===== src/rtl/key_debounce.sv =====
// Synchronises one raw active-low key and debounces it with a saturating
// low-level counter; press_evt fires for exactly one cycle per accepted press.
module key_debounce #(
    parameter int                   CNT_WIDTH = 20,
    parameter logic [CNT_WIDTH-1:0] CNT_MAX   = 20'd999_999
) (
    input  logic sys_clk,
    input  logic sys_rst_n,
    input  logic key_in,
    output logic press_evt
);

    localparam logic [CNT_WIDTH-1:0] CNT_EVT = CNT_MAX - 1'b1;

    logic                 key_s1;
    logic                 key_s2;
    logic [CNT_WIDTH-1:0] cnt;

    // Released level on reset so no phantom press is seen after reset.
    always_ff @(posedge sys_clk or negedge sys_rst_n) begin
        if (!sys_rst_n) begin
            key_s1 <= 1'b1;
            key_s2 <= 1'b1;
        end else begin
            key_s1 <= key_in;
            key_s2 <= key_s1;
        end
    end

    // Saturating at CNT_MAX keeps a held key from ever repeating.
    always_ff @(posedge sys_clk or negedge sys_rst_n) begin
        if (!sys_rst_n) begin
            cnt <= '0;
        end else if (key_s2) begin
            cnt <= '0;
        end else if (cnt < CNT_MAX) begin
            cnt <= cnt + 1'b1;
        end
    end

    assign press_evt = !key_s2 && (cnt == CNT_EVT);

endmodule


===== src/rtl/coin_input_conditioner.sv =====
// Debounces both coin keys and issues one single-cycle, mutually exclusive
// pulse per accepted coin, queueing a coincident pair with 1-yuan first.
module coin_input_conditioner #(
    parameter int                   CNT_WIDTH = 20,
    parameter logic [CNT_WIDTH-1:0] CNT_MAX   = 20'd999_999
) (
    input  logic sys_clk,
    input  logic sys_rst_n,
    input  logic key_one,
    input  logic key_half,
    output logic po_money_one,
    output logic po_money_half
);

    logic evt_one;
    logic evt_half;
    logic pend_one;
    logic pend_half;
    logic issue_one;
    logic issue_half;

    key_debounce #(
        .CNT_WIDTH (CNT_WIDTH),
        .CNT_MAX   (CNT_MAX)
    ) u_deb_one (
        .sys_clk   (sys_clk),
        .sys_rst_n (sys_rst_n),
        .key_in    (key_one),
        .press_evt (evt_one)
    );

    key_debounce #(
        .CNT_WIDTH (CNT_WIDTH),
        .CNT_MAX   (CNT_MAX)
    ) u_deb_half (
        .sys_clk   (sys_clk),
        .sys_rst_n (sys_rst_n),
        .key_in    (key_half),
        .press_evt (evt_half)
    );

    assign issue_one  = pend_one;
    assign issue_half = pend_half && !pend_one;

    // A new event wins over the clear of the same flag.
    always_ff @(posedge sys_clk or negedge sys_rst_n) begin
        if (!sys_rst_n) begin
            pend_one      <= 1'b0;
            pend_half     <= 1'b0;
            po_money_one  <= 1'b0;
            po_money_half <= 1'b0;
        end else begin
            pend_one      <= evt_one  || (pend_one  && !issue_one);
            pend_half     <= evt_half || (pend_half && !issue_half);
            po_money_one  <= issue_one;
            po_money_half <= issue_half;
        end
    end

endmodule

===== config.mk =====
export PLATFORM = sky130hd
export DESIGN_NAME = coin_input_conditioner
export DESIGN_NICKNAME = d
export VERILOG_FILES = /design/src/rtl/key_debounce.sv /design/src/rtl/coin_input_conditioner.sv
export SDC_FILE = /design/constraint.sdc
export NUM_CORES = 1
export LEC_CHECK = 0
export ABC_AREA = 1
export CORE_MARGIN = 4
export CORE_UTILIZATION = 40
export CTS_CLUSTER_DIAMETER = 30
export CTS_CLUSTER_SIZE = 24
export DETAILED_ROUTE_END_ITERATION = 8
export GPL_TIMING_DRIVEN = 0
export PLACE_DENSITY = 0.61
export REMOVE_ABC_BUFFERS = 1
export SYNTH_ARGS = -nofsm -noshare
export SYNTH_HDL_FRONTEND = slang
export SYNTH_SLANG_ARGS = --single-unit
export TNS_END_PERCENT = 30

===== constraint.sdc =====
create_clock -name sys_clk -period 3.2 [get_ports sys_clk]
set_clock_uncertainty 0.2 [all_clocks]
set_input_delay 0.32 -clock sys_clk [delete_from_list [all_inputs] [get_ports sys_clk]]
set_output_delay 0.32 -clock sys_clk [all_outputs]
set_load 0.005 [all_outputs]

==> results.md <==
Clock tree:
- The clock latency of the later-clocked register in the worst-skew pair is just over 0.3 ns.
- CTS saw 48 sinks.
- The maximum level of the CTS H-tree is 2.
- The CTS buffer count is 5.
- The tree is rooted in a sky130_fd_sc_hd__clkbuf_8.
- The post-CTS setup buffer count is 0.
- TritonCTS built the clock tree.
- The maximum count of clock buffers along a single path is 2.
- Clock-pin slew was measured on the worst setup and hold paths at 0.09 ns.

Timing:
- The number of hold-slack violations in the final timing report is 0.
- Summed over all failing endpoints, the final setup total negative slack is 0 ns.
- At the pin with the least slew margin, the transition time is 1.06 ns.
- The maximum clock frequency is between 0.4 and 0.5 GHz.
- Setup repair after global routing left no endpoint under its margin.
- The clock period minus worst slack is about 2.3 ns.
- The final critical-path share of the clock period is 72.4%.
- Setup violations remaining at the end of the flow were counted as 0.
- The worst max-slew margin expressed relative to the limit is 29.1%.
- The final max-slew violation count is 0.

Global routing:
- The combined global-route utilization of all metal layers is between 10 and 15%.
- The initial antenna violation count was 0.
- The final global-route overflow total is 0.
- The global-route wire length before repair is 11.8 mm.
- The maximum number of pins on one net before global-route repair is 37.
- The number of global-route vias before repair came to ~2700.

Power:
- The relative contribution of the clock network to total power is 36.5%.
- The peak supply drop is 0.000132 V.
- The share of total power in combinational logic is 4.5%.
- Of the total power, registers draw 59.0%.
- The internal power of the cells totals 807 uW.
- The ratio of total power to cell area is 309 nW/um2.
- The switching share of total power is 24.2%.
- Summed over all nets, the switching power comes to 258 uW.
- Summed over all cells, the static leakage comes to 1.74 nW.

Final layout:
- In the layout the commonest cells are sky130_fd_sc_hd__nand2_1, sky130_fd_sc_hd__nand3_1, sky130_fd_sc_hd__nor2_1, sky130_fd_sc_hd__dfrtp_1, sky130_fd_sc_hd__inv_1.
- The area growth from synthesis to layout is 6.22%.
- The share of post-route cells with drive strength above 1 is 12.3%.
- The count of antenna diodes in the layout is 0.
- The library cell used most frequently in the layout, excluding fill and tap cells, is sky130_fd_sc_hd__nand2_1.
- At the end of the flow, the number of nets in the layout was about 450.
- The final core utilization is 44.1%.

Die:
- The row count is 32.
- The chip height is 98.0 um.
- The area of the die is 9600 um2.
- The width of the chip is 98.0 um.
- 6 I/O pins were placed.
- Once the floorplan was initialized, standard cells occupied 41.5% of the core.
- The core footprint is 7810 um2.

Drt:
- The detailed-route via count is 2666.
- The via count normalized by instance count is 4.86.
- The mean routed wirelength per cell is approximately 12 um.
- The first detailed-routing pass took 4 iterations.
- The detailed router finished its first iteration with 55 violations.
- In this run the remaining antenna-violating nets after routing total 0.
- The wire length after detailed routing is 6.40 mm.
- After detailed routing, the number of remaining DRC violations is 0.

Logic synthesis:
- The synthesized netlist occupies a cell area of 3240 um2.
- The synthesis-stage register bit count is 48.
- After synthesis, flip-flops and latches occupy between 30% and 40% of the total area.
- During synthesis, Yosys emitted a total of 0 warnings.
- The average size of a mapped cell is between 7 and 8 um2.
- The number of distinct library cells after synthesis is 31.
- The synthesized netlist cell count is about 440.

Worst hold path:
- The path class of the tightest hold or removal check is reg -> reg.
- The startpoint identified for the worst hold timing path is u_deb_one.key_s1.
- For hold timing, the worst endpoint is u_deb_one.key_s2.
- Counting instances, the worst hold path has a depth of 0.

Place:
- The quantity of I/O buffers inserted on ports is 5.
- The placed wire-length estimate after detailed placement is 4.54 mm.
- Routability-driven placement finished with a final weighted congestion of a little over 0.8.

Worst setup path:
- The required time at the worst-slack endpoint is 3.24 ns.
- The length in cells of the worst reg-to-reg path is 4.
- The worst register-to-register path ends at u_deb_one.cnt[11].
- By startpoint and endpoint, the worst setup path is classified as reg -> reg.
- The setup check on the worst reg-to-reg path leaves a slack of 0.88 ns.
- The critical path capture point type is a register.
- The most critical setup path has its startpoint at u_deb_one.key_s2.
- In this run the worst path has a maximum fanout of 25.
- The element type at the critical path start is a register.
- The startpoint identified for the worst register-to-register timing path is u_deb_one.key_s2.
- At the worst endpoint, the arrival time is 2.36 ns.

Outcome:
- The flow ran to the end, and the final reports show no timing, DRC or antenna violations.

Run:
- The max capacitance violation total is 0.
==> flip-flops by register name, indices dropped and copies added (netlist names) <==
signal and flops:
u_deb_one.key_s2 1, u_deb_half.key_s1 1, po_money_half 1, u_deb_one.key_s1 1
issue_one 1, po_money_one 1, u_deb_half.key_s2 1, u_deb_half.cnt 20
pend_half 1, u_deb_one.cnt 20
==> stage by stage <==
stage / power, mW / cells / hold WS (ns) / worst slack [ns] / area, um2
6_report: 1.06 / 548 / 0.159 / 0.885 / 3440
5_1_grt: 1.12 / 548 / 0.166 / 0.680 / 3440
4_1_cts: 1.09 / 548 / 0.161 / 0.886 / 3440
3_5_place_dp: 0.689 / 539 / 0.0425 / 0.911 / 3340
3_3_place_gp: 0.686 / 538 / 0.146 / 0.138 / 3320
2_1_floorplan: 0.662 / 431 / -0.176 / 1.36 / 3140
==> layer usage <==
layer  share of wire (%)  up-vias  track usage [%]  routed length (um)
li1                    -     1408                -                   -
met1                  47     1225             17.6                3000
met2                  50       26             26.3                3210
met3                 2.0        7             2.36                 131
met4                0.75        0             4.15                  48
met5                   0        -                0                   0
==> power groups by stage <==
stage	Combinational (mW)	Sequential, mW	Clock [mW]
detailed placement	0.0489	0.640	0
CTS	0.0496	0.629	0.411
finish	0.0481	0.628	0.388
floorplan	0.0242	0.637	0
global route	0.0568	0.631	0.429
global placement	0.0454	0.640	0
==> worst max-delay path by stage <==
| stage | cells after the start | to |
|---|---|---|
| 2_1_floorplan | 3 | u_deb_half.cnt[16] |
| 3_3_place_gp | 1 | u_deb_one.cnt[7] |
| 3_5_place_dp | 3 | u_deb_one.cnt[16] |
| 4_1_cts | 4 | u_deb_one.cnt[7] |
| 5_1_grt | 4 | u_deb_one.cnt[12] |
| 6_report | 4 | u_deb_one.cnt[11] |
==> area by class of cell <==
cell class / count / area (um2)
tap: 102 / 128
sequential: 48 / 1210
inverter: 50 / 188
clock buffer: 7 / 86.3
clock inverter: 1 / 7.51
multi-input combinational: 333 / 1750
timing repair buffer: 7 / 75.1
fill: 817 / 4370
==> cell usage after synthesis <==
cell type | instances | share of area, %
sky130_fd_sc_hd__buf_8 | 1 | 0.46
sky130_fd_sc_hd__inv_1 | 41 | 4.8
sky130_fd_sc_hd__nor2_2 | 6 | 1.2
sky130_fd_sc_hd__dfstp_2 | 4 | 3.2
sky130_fd_sc_hd__nor3_1 | 3 | 0.46
sky130_fd_sc_hd__nor2_4 | 6 | 2.1
sky130_fd_sc_hd__inv_2 | 5 | 0.58
sky130_fd_sc_hd__buf_6 | 4 | 1.4
sky130_fd_sc_hd__o21ai_1 | 3 | 0.46
sky130_fd_sc_hd__buf_2 | 4 | 0.62
sky130_fd_sc_hd__nand4_1 | 9 | 1.7
sky130_fd_sc_hd__a21o_1 | 1 | 0.23
sky130_fd_sc_hd__ha_1 | 4 | 1.5
sky130_fd_sc_hd__o21bai_1 | 4 | 0.93
sky130_fd_sc_hd__nand2_1 | 129 | 15
sky130_fd_sc_hd__nand3b_1 | 3 | 0.70
sky130_fd_sc_hd__or2_2 | 1 | 0.19
sky130_fd_sc_hd__a21oi_1 | 1 | 0.15
sky130_fd_sc_hd__xor2_1 | 13 | 3.5
sky130_fd_sc_hd__xnor2_1 | 2 | 0.54
sky130_fd_sc_hd__o21ai_0 | 5 | 0.77
sky130_fd_sc_hd__nand3_4 | 4 | 2.2
sky130_fd_sc_hd__nand3_2 | 13 | 4.0
sky130_fd_sc_hd__nor2_8 | 1 | 0.62
sky130_fd_sc_hd__nand3_1 | 66 | 10
sky130_fd_sc_hd__nand2_2 | 4 | 0.77
sky130_fd_sc_hd__dfrtp_1 | 44 | 34
sky130_fd_sc_hd__clkbuf_1 | 4 | 0.46
sky130_fd_sc_hd__nor2_1 | 53 | 6.1
sky130_fd_sc_hd__clkinv_1 | 4 | 0.46
sky130_fd_sc_hd__nand2_4 | 2 | 0.70
==> timing repair <==
action,CTS,global route
setup endpoints to repair,0,0
gates resized for setup,0,0
hold buffers,1,0
endpoints found under the hold margin,12,0
==> worst max-delay path: stages, from the launching register on <==
cell	delay [ns]
sky130_fd_sc_hd__dfstp_2	0.73
sky130_fd_sc_hd__clkinv_1	0.70
sky130_fd_sc_hd__nand2_4	0.46
sky130_fd_sc_hd__nand2_1	0.09
sky130_fd_sc_hd__nand2_1	0.07
==> kinds of logic after synthesis <==
| logic type | synth area share, % |
|---|---|
| DFF | 37.2 |
| AOI/OAI and AO/OA | 2.55 |
| xor gates and xnor gates | 4.06 |
| and+or+nand+nor | 45.9 |
| adders and majority gates | 1.55 |
| buffers and inverters | 8.73 |
No activity file was read; power rests on OpenSTA's default activity.
